$ cat src/rtl/unidade_controle.sv
// Round controller for a 16-play memory game.
// Moore FSM: sequences clear / play capture / compare / advance, and
// reports the round outcome (all matched, mismatch or timeout).
module unidade_controle (
    input  logic       clock,
    input  logic       reset,
    input  logic       iniciar,
    input  logic       igual,
    input  logic       fimC,
    input  logic       jogada_feita,
    input  logic       timeout,
    output logic       zeraC,
    output logic       contaC,
    output logic       zeraR,
    output logic       registraR,
    output logic       pronto,
    output logic       acertou,
    output logic       errou,
    output logic       db_timeout,
    output logic [3:0] db_estado
);

    localparam logic [3:0] INICIAL     = 4'h0;
    localparam logic [3:0] PREPARACAO  = 4'h1;
    localparam logic [3:0] ESPERA      = 4'h2;
    localparam logic [3:0] REGISTRA    = 4'h4;
    localparam logic [3:0] COMPARA     = 4'h5;
    localparam logic [3:0] PROXIMO     = 4'h6;
    localparam logic [3:0] FIM_ACERTOU = 4'hA;
    localparam logic [3:0] FIM_ERROU   = 4'hE;
    localparam logic [3:0] FIM_TIMEOUT = 4'hD;

    logic [3:0] estado_q;
    logic [3:0] estado_d;

    // State register; reset overrides every other input.
    always_ff @(posedge clock) begin
        if (reset) estado_q <= INICIAL;
        else       estado_q <= estado_d;
    end

    // Next-state logic. Timeout is checked before the play so it wins a tie;
    // the end states look only at iniciar.
    always_comb begin
        estado_d = INICIAL;
        case (estado_q)
            INICIAL:     estado_d = iniciar ? PREPARACAO : INICIAL;
            PREPARACAO:  estado_d = ESPERA;
            ESPERA: begin
                if (timeout)           estado_d = FIM_TIMEOUT;
                else if (jogada_feita) estado_d = REGISTRA;
                else                   estado_d = ESPERA;
            end
            REGISTRA:    estado_d = COMPARA;
            COMPARA: begin
                if (!igual)     estado_d = FIM_ERROU;
                else if (fimC)  estado_d = FIM_ACERTOU;
                else            estado_d = PROXIMO;
            end
            PROXIMO:     estado_d = ESPERA;
            FIM_ACERTOU: estado_d = iniciar ? PREPARACAO : FIM_ACERTOU;
            FIM_ERROU:   estado_d = iniciar ? PREPARACAO : FIM_ERROU;
            FIM_TIMEOUT: estado_d = iniciar ? PREPARACAO : FIM_TIMEOUT;
            default:     estado_d = INICIAL;
        endcase
    end

    // Output decode from the current state only (no input-to-output path).
    always_comb begin
        zeraC      = 1'b0;
        contaC     = 1'b0;
        zeraR      = 1'b0;
        registraR  = 1'b0;
        pronto     = 1'b0;
        acertou    = 1'b0;
        errou      = 1'b0;
        db_timeout = 1'b0;
        case (estado_q)
            PREPARACAO: begin
                zeraC = 1'b1;
                zeraR = 1'b1;
            end
            REGISTRA:    registraR = 1'b1;
            PROXIMO:     contaC    = 1'b1;
            FIM_ACERTOU: begin
                pronto  = 1'b1;
                acertou = 1'b1;
            end
            FIM_ERROU: begin
                pronto = 1'b1;
                errou  = 1'b1;
            end
            FIM_TIMEOUT: begin
                pronto     = 1'b1;
                db_timeout = 1'b1;
            end
            default: ;
        endcase
    end

    assign db_estado = estado_q;

endmodule

$ cat config.mk
export PLATFORM = sky130hd
export DESIGN_NAME = unidade_controle
export DESIGN_NICKNAME = d
export VERILOG_FILES = /design/src/rtl/unidade_controle.sv
export SDC_FILE = /design/constraint.sdc
export NUM_CORES = 1
export LEC_CHECK = 0
export CAP_MARGIN = 20
export CORE_AREA = 2 2 39 41
export DETAILED_ROUTE_END_ITERATION = 6
export DIE_AREA = 0 0 41 43
export HOLD_SLACK_MARGIN = 0.02
export PLACE_DENSITY = 0.64
export REMOVE_ABC_BUFFERS = 1
export SLEW_MARGIN = 20
export SYNTH_ARGS = -nofsm -noshare
export SYNTH_HDL_FRONTEND = slang
export SYNTH_SLANG_ARGS = --single-unit
$ cat constraint.sdc
create_clock -name clock -period 1.6 [get_ports clock]
set_clock_uncertainty 0.05 [all_clocks]
set_input_delay 0.4 -clock clock [delete_from_list [all_inputs] [get_ports clock]]
set_output_delay 0.4 -clock clock [all_outputs]
set_load 0.01 [all_outputs]
==> reports/qor.yml <==
cts:
  cts_tree: "built"
  cts.sinks: 4
  clk_latency_ps: 240
  clk_path_buf_depth: 2
  cts_hold_buf: 0
  htreeDepth: 1
  cts-root-buf: "clkbuf_4"
  numCtsBuffers: 3
  path_clk_slew_ps: 40
worst_setup_path:
  worst_r2r_path_depth: 4
  path_class: "flip-flop to primary output"
  worst_path_max_delay_cell: "dfxtp_2"
  cp-end-kind: "primary output"
  r2r_slack_ps: 160
  start_kind: "flip-flop"
  critPathMaxFanout: 4
  critPathMaxStageDelay_ps: 360
  cp.arrival_ps: 1120
  cp_cell_sequence: "buf_6 > nand2b_4 > nor3_4 > buf_2"
  critPathRequiredTime_ps: 1150
min_path:
  min_path_cells: 2
  hold_path.class: "flip-flop to flip-flop"
synth:
  syn_area_um2: 367
  synth_area_leaders: "dfxtp_1 (22%), a211o_1 (7.2%), nand2b_1 (6.8%), a21oi_1 (4.1%), buf_2 (4.1%)"
  yosysTopAreaCell: "dfxtp_1"
  synthCells: 48
  yosys_register_bits: 4
  yosysSeqAreaShare: 0.218
  synth_top_area_share: 0.218
  avgSynthCellArea_um2: 7.64
  yosysUniqueCellTypes: 27
  synth_warnings: 0
timing:
  slew_headroom: 0.825
  fin_hold_ws_ps: 571
  setup_viol: 0
  rsz0062_at_grt: "yes"
  finalCritPeriodShare: 0.979
  clock.fmax_mhz: 638
  fin_crit_ps: 1570
  hold_viol: 0
  slew_violations: 0
  worst_slew_pin_slew_ps: 258
power_and_ir_drop:
  total_power_mw: 0.432
  p_leak_nw: 0.305
  clockPowerShare: 0.295
  p_int_mw: 0.295
  power.density_nw_per_um2: 621
  combPwrFrac: 0.419
  switching_share: 0.316
  switching_power_mw: 0.136
  max-vdd-ir-drop_uv: 348
  seqPwrFrac: 0.286
global_route:
  overflow: 0
  grt_use_total: 0.163
  first_global_vias: 444
  grt_pass1_wl_mm: 1.95
  grt_max_degree: 13
  antenna_found_initial: 0
routing:
  drtIter0Drc: 9
  dr_total_vias: 495
  drc: 0
  avgRoutedWirePerCell_um: 12.9
  vias_per_cell: 5.10
  final_antenna_net_count: 0
  routed_wl_mm: 1.25
  drt_pre_antenna_iters: 4
finish:
  finalNetCount: 90
  area_delta_synth_final_pct: 89.8
  fin_cells: 97
  insertedDiodeCount: 0
  finalInstanceArea_um2: 696
  largest_register_ffs: 4
  layout_common_cells: "buf_4 (15), buf_2 (8), clkdlybuf4s50_1 (6)"
  final_common_cell: "buf_4"
  drive_gt1_frac: 0.481
  postLayoutCoreUtil: 0.503
  nFillCells: 147
die:
  core_area_um2: 1380
  num_io_pins: 19
  num_rows: 14
  die_w_um: 41
  initial_core_util: 0.265
  dieArea_um2: 1760
  die_y_um: 43
placement:
  port_buffers: 18
  gp_congestion: 0.830
  place_inst: 91
  dpl-instance-area_um2: 651
  dp_hpwl_um: 836
job:
  cap_violations: 0
status:
  status: "finished clean"
==> worst max-delay path: cells and delay by family (launching register included) <==
family                 cells  cell delay [ps]
AND/OR/NAND/NOR            2              250
flip-flops                 1              360
buffers and inverters      2              270
==> stage by stage <==
stage / setup TNS (ps) / setup WS [ps]
3_3_place_gp: -1400 / -182
5_1_grt: -34.3 / -9.61
2_1_floorplan: 0 / 15.8
3_5_place_dp: -1350 / -193
4_1_cts: -37.7 / -37.7
6_report: 0 / 33.1
==> power groups by stage <==
| stage | Combinational (mW) | Sequential (mW) | Clock (mW) |
|---|---|---|---|
| 2_1_floorplan | 0.0538 | 0.135 | 0 |
| 3_3_place_gp | 0.165 | 0.123 | 0 |
| 3_5_place_dp | 0.164 | 0.124 | 0 |
| 4_1_cts | 0.167 | 0.123 | 0.130 |
| 5_1_grt | 0.194 | 0.125 | 0.145 |
| 6_report | 0.181 | 0.124 | 0.127 |
==> routing by layer <==
metal  GRT usage  part of all wire
met3      0.0366             0.062
met2       0.247              0.51
met4      0.0800                 0
met1       0.208              0.43
met5           0                 0
==> synth_stat cells <==
cell	instances
or4_1	1
dfxtp_1	4
buf_2	3
nand2b_4	1
o21ai_0	1
a31oi_1	2
nand3_1	1
or3b_1	1
nor2_1	4
a221o_1	1
a32o_1	1
nand3b_1	1
a211o_1	3
o21bai_1	1
inv_1	1
o311ai_1	1
a21oi_1	3
or2_0	1
nor3_1	2
buf_4	1
and2_1	1
nor2b_1	1
a211oi_2	1
buf_6	1
nor3b_1	2
nand2b_1	4
nand2_1	4
==> logic make-up (layout without fill, tap and decap cells) <==
kind of cell / count (synthesis) / in the layout / share of synthesized area
DFF: 4 / 4 / 0.218
AOI/OAI and AO/OA: 14 / 14 / 0.294
buffers and inverters: 6 / 39 / 0.102
and+or+nand+nor: 24 / 24 / 0.386
==> worst paths after layout <==
check / endpoint / start
setup / recovery: zeraR / db_estado[0]$_SDFF_PP0_
hold / removal: db_estado[0]$_SDFF_PP0_ / db_estado[0]$_SDFF_PP0_
setup reg to reg: db_estado[0]$_SDFF_PP0_ / db_estado[2]$_SDFF_PP0_
hold reg to reg: db_estado[0]$_SDFF_PP0_ / db_estado[0]$_SDFF_PP0_
==> what timing repair did <==
action / CTS / global route
setup endpoints to repair: 12 / 7
endpoints found under the hold margin: 0 / 0
resized for setup: 40 / 11
setup buffers: 3 / 0
pin swaps: 0 / 1
==> cell type report <==
cell class,instances,area (um^2),area share
Clock buffer,3,22.5,0.0324
Inverter,1,3.75,0.00540
Multi-Input combinational cell,38,278,0.399
Sequential cell,4,92.6,0.133
Tap cell,16,20.0,0.0288
Timing Repair Buffer,35,279,0.401
No activity file was read; power rests on OpenSTA's default activity.
